### config.mk
export PLATFORM = sky130hd
export DESIGN_NAME = bsr_receiver
export DESIGN_NICKNAME = d
export VERILOG_FILES = /design/src/rtl/bsr_receiver.sv
export SDC_FILE = /design/constraint.sdc
export NUM_CORES = 1
export LEC_CHECK = 0
export CAP_MARGIN = 40
export CORE_UTILIZATION = 58
export CTS_CLUSTER_DIAMETER = 50
export DETAILED_ROUTE_END_ITERATION = 10
export GPL_TIMING_DRIVEN = 1
export HOLD_SLACK_MARGIN = 0.05
export PLACE_DENSITY_LB_ADDON = 0.2
export REMOVE_ABC_BUFFERS = 1
export SETUP_SLACK_MARGIN = 0.5
export SKIP_LAST_GASP = 1
export SLEW_MARGIN = 20
export SYNTH_ARGS = -nofsm -noshare
export SYNTH_HDL_FRONTEND = slang
export SYNTH_SLANG_ARGS = --single-unit
### constraint.sdc
create_clock -name SYS_CLK -period 4.91 [get_ports SYS_CLK]
set_clock_uncertainty 0.15 [all_clocks]
set_input_delay 0.7365 -clock SYS_CLK [delete_from_list [all_inputs] [get_ports SYS_CLK]]
set_output_delay 0.7365 -clock SYS_CLK [all_outputs]
set_load 0.02 [all_outputs]
### src/rtl/bsr_receiver.sv
// bsr_receiver
// ------------------------------------------------------------------------
// Receive side of the BSG signal generator. Each 8-bit sample is sliced
// against THRESH. Framed, MSB-first Gray-coded bytes are recovered from the
// sliced stream. Each byte is converted to binary and placed into one of two
// ping-pong data registers, which are read over a byte-wide register bus.
//
// Frame (SPS samples per symbol): start(1), 8 Gray bits, [parity], stop(0).
// The idle line is 0. Every FSM timing count is in IN_VALID strobes.
//
// Optional feature: define BSR_PARITY_EN to add one even-parity symbol
// between the data bits and the stop bit. Without it, CONTROL bit 6 (PERR)
// reads 0.
//
// Ports:
//   SYS_CLK   in   1  clock
//   RST_N     in   1  asynchronous active-low reset
//   IN        in   8  modulated sample
//   IN_VALID  in   1  IN is valid this cycle
//   addr      in   8  register address (0x00 CONTROL, 0x01 DATA_0, 0x02 DATA_1)
//   Data_in   in   8  write data
//   wr_en     in   1  write strobe
//   rd_en     in   1  read strobe
//   Data_out  out  8  registered read data, valid while ready=1
//   ready     out  1  access-complete pulse, one cycle after rd_en/wr_en
//   BSR_INT   out  1  INTFLAG & INTMSK
// ------------------------------------------------------------------------
module bsr_receiver #(
    parameter int         SPS    = 4,
    parameter logic [7:0] THRESH = 8'h80
) (
    input  logic       SYS_CLK,
    input  logic       RST_N,
    input  logic [7:0] IN,
    input  logic       IN_VALID,
    input  logic [7:0] addr,
    input  logic [7:0] Data_in,
    input  logic       wr_en,
    input  logic       rd_en,
    output logic [7:0] Data_out,
    output logic       ready,
    output logic       BSR_INT
);

    localparam int            CW        = $clog2(SPS) + 1;
    localparam logic [CW-1:0] HALF_LOAD = CW'(SPS / 2 - 1);
    localparam logic [CW-1:0] FULL_LOAD = CW'(SPS - 1);
    localparam logic [CW-1:0] CNT_ONE   = CW'(1);

    typedef enum logic [2:0] {IDLE, START, DATA, PARITY, STOP} state_t;

    state_t        state, state_nx;
    logic [CW-1:0] cnt;
    logic [2:0]    bit_cnt;
    logic [7:0]    shreg;
    logic          rx_bit, sample_pt, busy;
    logic          par_bad, perr;
    logic          rxenable, intmsk, intflag, overrun, nextbuf, ferr;
    logic [1:0]    full;
    logic [7:0]    data0, data1;
    logic          deliver, deliver_ok, ovr_set, ferr_set;
    logic          wr_ctl, rd_d0, rd_d1;
    logic [7:0]    rdata;
`ifdef BSR_PARITY_EN
    logic          perr_set;
`endif

    function automatic logic [7:0] gray2bin(input logic [7:0] g);
        logic [7:0] b;
        b[7] = g[7];
        for (int i = 6; i >= 0; i--) b[i] = b[i+1] ^ g[i];
        return b;
    endfunction

    assign rx_bit    = (IN >= THRESH);
    // cnt counts strobes down to the next mid-symbol sampling point.
    assign sample_pt = (cnt == '0);
    assign busy      = (state != IDLE);

    always_ff @(posedge SYS_CLK or negedge RST_N) begin
        if (!RST_N) state <= IDLE;
        else        state <= state_nx;
    end

    always_comb begin
        state_nx = state;
        deliver  = 1'b0;
        ferr_set = 1'b0;
`ifdef BSR_PARITY_EN
        perr_set = 1'b0;
`endif
        if (!rxenable) begin
            state_nx = IDLE;
        end else if (IN_VALID) begin
            case (state)
                IDLE:  if (rx_bit) state_nx = START;
                START: if (sample_pt) state_nx = rx_bit ? DATA : IDLE;
                DATA: begin
                    if (sample_pt && bit_cnt == 3'd7) begin
`ifdef BSR_PARITY_EN
                        state_nx = PARITY;
`else
                        state_nx = STOP;
`endif
                    end
                end
`ifdef BSR_PARITY_EN
                PARITY: begin
                    if (sample_pt) begin
                        state_nx = STOP;
                        // Even parity: the parity bit equals the XOR of the Gray bits.
                        perr_set = (rx_bit != ^shreg);
                    end
                end
`endif
                STOP: begin
                    if (sample_pt) begin
                        state_nx = IDLE;
                        if (rx_bit) ferr_set = 1'b1;
                        else        deliver  = !par_bad;
                    end
                end
                default: state_nx = IDLE;
            endcase
        end
    end

    // Sample counting and bit collection advance only on valid strobes while
    // enabled. In IDLE, the detection strobe is sample 0 of the start symbol.
    always_ff @(posedge SYS_CLK or negedge RST_N) begin
        if (!RST_N) begin
            cnt     <= '0;
            bit_cnt <= '0;
            shreg   <= '0;
        end else if (IN_VALID && rxenable) begin
            if (state == IDLE) begin
                cnt     <= HALF_LOAD;
                bit_cnt <= '0;
            end else begin
                cnt <= sample_pt ? FULL_LOAD : cnt - CNT_ONE;
                if (state == DATA && sample_pt) begin
                    shreg   <= {shreg[6:0], rx_bit};
                    bit_cnt <= bit_cnt + 3'd1;
                end
            end
        end
    end

    assign wr_ctl     = wr_en && (addr == 8'h00);
    assign rd_d0      = rd_en && (addr == 8'h01);
    assign rd_d1      = rd_en && (addr == 8'h02);
    assign deliver_ok = deliver && !full[nextbuf];
    assign ovr_set    = deliver &&  full[nextbuf];

`ifdef BSR_PARITY_EN
    always_ff @(posedge SYS_CLK or negedge RST_N) begin
        if (!RST_N) begin
            par_bad <= 1'b0;
            perr    <= 1'b0;
        end else begin
            if (IN_VALID && state == IDLE) par_bad <= 1'b0;
            else if (perr_set)             par_bad <= 1'b1;
            perr <= (perr & ~(wr_ctl & Data_in[6])) | perr_set;
        end
    end
`else
    assign par_bad = 1'b0;
    assign perr    = 1'b0;
`endif

    always_comb begin
        rdata = 8'h00;
        case (addr)
            8'h00: rdata = {ferr, perr, nextbuf, overrun, busy, intflag, intmsk, rxenable};
            8'h01: rdata = data0;
            8'h02: rdata = data1;
            default: rdata = 8'h00;
        endcase
    end

    // Status flags use set-wins-over-W1C. Side effects of a bus access
    // land on the same edge that raises ready.
    always_ff @(posedge SYS_CLK or negedge RST_N) begin
        if (!RST_N) begin
            Data_out <= 8'h00;
            ready    <= 1'b0;
            rxenable <= 1'b0;
            intmsk   <= 1'b0;
            intflag  <= 1'b0;
            overrun  <= 1'b0;
            ferr     <= 1'b0;
            nextbuf  <= 1'b0;
            full     <= 2'b00;
            data0    <= 8'h00;
            data1    <= 8'h00;
        end else begin
            ready <= rd_en | wr_en;
            if (rd_en) Data_out <= rdata;
            if (wr_ctl) begin
                rxenable <= Data_in[0];
                intmsk   <= Data_in[1];
            end
            intflag <= (intflag & ~(wr_ctl & Data_in[2])) | deliver_ok;
            overrun <= (overrun & ~(wr_ctl & Data_in[4])) | ovr_set;
            ferr    <= (ferr    & ~(wr_ctl & Data_in[7])) | ferr_set;
            full[0] <= (full[0] & ~rd_d0) | (deliver_ok & ~nextbuf);
            full[1] <= (full[1] & ~rd_d1) | (deliver_ok &  nextbuf);
            if (deliver_ok) begin
                if (nextbuf) data1 <= gray2bin(shreg);
                else         data0 <= gray2bin(shreg);
                nextbuf <= ~nextbuf;
            end
        end
    end

    assign BSR_INT = intflag & intmsk;

endmodule

==> impl_metrics.json <==
{
  "nNetsFinal": 282,
  "cts.sinks": 50,
  "avgViaCountPerCell": 5.78,
  "synth_top_area_share_pct": 49.3,
  "max-slew-margin-rel_pct": 48.5,
  "die_w_um": 68.1,
  "min_period_ps": 2930,
  "yosys_warnings": 0,
  "ys_seq_elements": 50,
  "grt_use_total_pct": 22.9,
  "critPathMaxStageDelay_ps": 680,
  "power.leakage_nw": 1.34,
  "switching_share_pct": 23.7,
  "endpoint": "data0[1]$_DFFE_PN0P_",
  "vias": 1733,
  "first_pass_iters": 4,
  "synth-simple-area-share_pct": 15.1,
  "worst-path-stages": 4,
  "crit_fanout": 14,
  "drive_gt1_share_pct": 16.8,
  "drc": 0,
  "r2r_slack_ps": 2380,
  "antenna_cells": 0,
  "slowest_stage": "nor4b_4",
  "area.growth.synth_to_final_pct": 16.0,
  "dieArea_um2": 4640,
  "synth_compound_area_share_pct": 11.9,
  "fmax_mhz": 341,
  "post_cts.repair.setup_buffers": 0,
  "initial_utilization_pct": 62.1,
  "seqPwrFrac_pct": 53.5,
  "grt_max_degree": 29,
  "whs_ps": 251,
  "setup_viol": 0,
  "drt_iter0_drc": 81,
  "synthXorXnorAreaFrac_pct": 4.64,
  "slew_viol_final": 0,
  "cap_violations": 0,
  "p_int_w": 0.000598,
  "hold_violations": 0,
  "grt_pass1_vias": 1625,
  "synthMuxAreaShare_pct": 12.4,
  "reg2reg_from": "state[1]$_DFFE_PN0P_",
  "cts_resized": 0,
  "overflow": 0,
  "hp-class": "in -> async",
  "insertion_delay_ps": 300,
  "synthAdderAreaFrac_pct": 1.97,
  "cp-end-kind": "register",
  "ctsHoldBuffers": 0,
  "fin_crit_sh_pct": 59.8,
  "num_rows": 23,
  "gp_congestion": 0.817,
  "synth-edff-count": 0,
  "pwr-share-comb_pct": 10.4,
  "antenna_found_initial": 0,
  "synth-main-ff-cell": "dfrtp_1",
  "io_pins": 39,
  "synth.distinct_cells": 46,
  "core_um2": 4090,
  "numCtsBuffers": 5,
  "yosys.area.top_type": "dfrtp_1",
  "crit_required_ps": 4940,
  "syn_area_um2": 2540,
  "synthArstFlopShare_pct": 100,
  "cts_tree": "done",
  "powerDensity_nw_per_um2": 267,
  "wl_per_cell_um": 16.0,
  "post-route-util_pct": 72.0,
  "synth.avg_cell_area_um2": 11.3,
  "cp_cell_sequence": "clkdlybuf4s50_1 -> or4b_4 -> nor4b_4 -> mux2_2",
  "die_y_um": 68.1,
  "critPathArrivalTime_ps": 2970,
  "hpwlAfterDp_um": 3480,
  "synth_top_family_by_area": "simple AND/OR/NAND/NOR gates",
  "worstSetupPathType": "in -> reg",
  "clkPwrFrac_pct": 36.1,
  "yosysMostFrequentCell": "dfrtp_1",
  "syn_inst": 224,
  "synthTopCellsByArea": "dfrtp_1, mux2_2, a21oi_1",
  "rsz0062_at_grt": "false",
  "cp-startpoint": "IN[7]",
  "startpoint_type": "primary input",
  "synth_common_cells": "dfrtp_1, mux2_2, nor2_1",
  "status": "completed",
  "r2r_end": "data0[1]$_DFFE_PN0P_",
  "cts_max_path_buffers": 2,
  "ys_seq_area_share_pct": 49.3,
  "path_delay_family": "simple AND/OR/NAND/NOR gates",
  "h-tree-depth": 2,
  "reg2reg_depth": 3,
  "switchingPower_w": 0.000186,
  "portBuffers": 28,
  "clk_pin_slew_ps": 90,
  "grt_pass1_wl_um": 7670,
  "crit_buf_inv": 1,
  "setup_tns_ps": 0,
  "ant_nets": 0,
  "vdd_drop_max_v": 0.000223,
  "worst_pin_slew_ps": 770,
  "wl_um": 4790,
  "root_buffer": "clkbuf_8"
}
-- worst min path at each step --
stage                       startpoint                      end  slack (ps)  depth (start not counted)
CTS                              RST_N   bit_cnt[2]$_DFFE_PN0P_         270                          1
global route                     RST_N  Data_out[1]$_DFFE_PN0P_         280                          1
floorplan                        RST_N  Data_out[0]$_DFFE_PN0P_         290                          0
finish                           RST_N   bit_cnt[2]$_DFFE_PN0P_         250                          1
global placement    cnt[1]$_DFFE_PN0P_       cnt[1]$_DFFE_PN0P_         320                          2
detailed placement  cnt[0]$_DFFE_PN0P_       cnt[0]$_DFFE_PN0P_         330                          1
-- layout make-up --
class	instances	area, um^2
flip-flops and latches	50	1250
multi-input cells	149	1170
fillers	307	1140
repair buffers	30	303
clock buffers	6	72.6
well taps	50	62.6
inverters	13	48.8
clock inverters	2	37.5
-- registers in the layout, summed over array words and instances, names as in the netlist, 2 cells and up --
name and count:
full 2, Data_out 8, cnt 3, data0 8, shreg 8, data1 8
state 3, bit_cnt 3
-- per-stage QoR --
step	cells	cell area, um^2	setup slack, ps	total power [W]
final	300	2940	1980	0.000784
after global routing	300	2940	1890	0.000817
after detailed placement	291	2830	1650	0.000509
after floorplan	212	2470	2400	0.000467
after global placement	290	2810	1640	0.000505
after CTS	299	2940	1960	0.000790
-- metal layers --
| metal | vias to the layer above | part of all wire (%) | GRT usage [%] |
|---|---|---|---|
| li1 | 842 | - | - |
| met1 | 842 | 47 | 31.0 |
| met4 | 0 | 0.94 | 6.51 |
| met5 | - | 0 | 0 |
| met2 | 43 | 48 | 36.8 |
| met3 | 6 | 3.6 | 5.17 |
-- cells by family (layout without fill, tap and decap cells) --
group | count (synthesis) | in the layout
flip-flops | 50 | 50
multiplexers | 28 | 28
XOR/XNOR | 10 | 10
buffers and inverters | 25 | 51
AND/OR/NAND/NOR | 61 | 61
AO/OA/AOI/OAI | 46 | 46
adder cells (fa/ha/maj) | 4 | 4
-- power groups by stage --
stage	registers [W]	clock network (W)	logic (W)
floorplan	0.000428	0	0.0000396
global placement	0.000428	0	0.0000768
detailed placement	0.000428	0	0.0000811
CTS	0.000420	0.000289	0.0000814
global route	0.000421	0.000308	0.0000885
finish	0.000420	0.000283	0.0000813
-- placed cells by master (no fill, tap or decap), drive strengths merged, types with 2 or more instances in the layout --
master,n
o22ai,8
or3b,2
clkdlybuf4s50,27
a21o,2
nor2,18
nor2b,5
mux2i,7
o31ai,3
inv,13
mux2,21
nand2b,4
o21ai,3
ha,4
a211o,2
nand2,10
a22o,6
dfrtp,50
clkbuf,6
nor4,3
a21oi,16
xnor2,7
buf,3
nand3,4
nor3,6
Power figures use the tool's default switching activity.
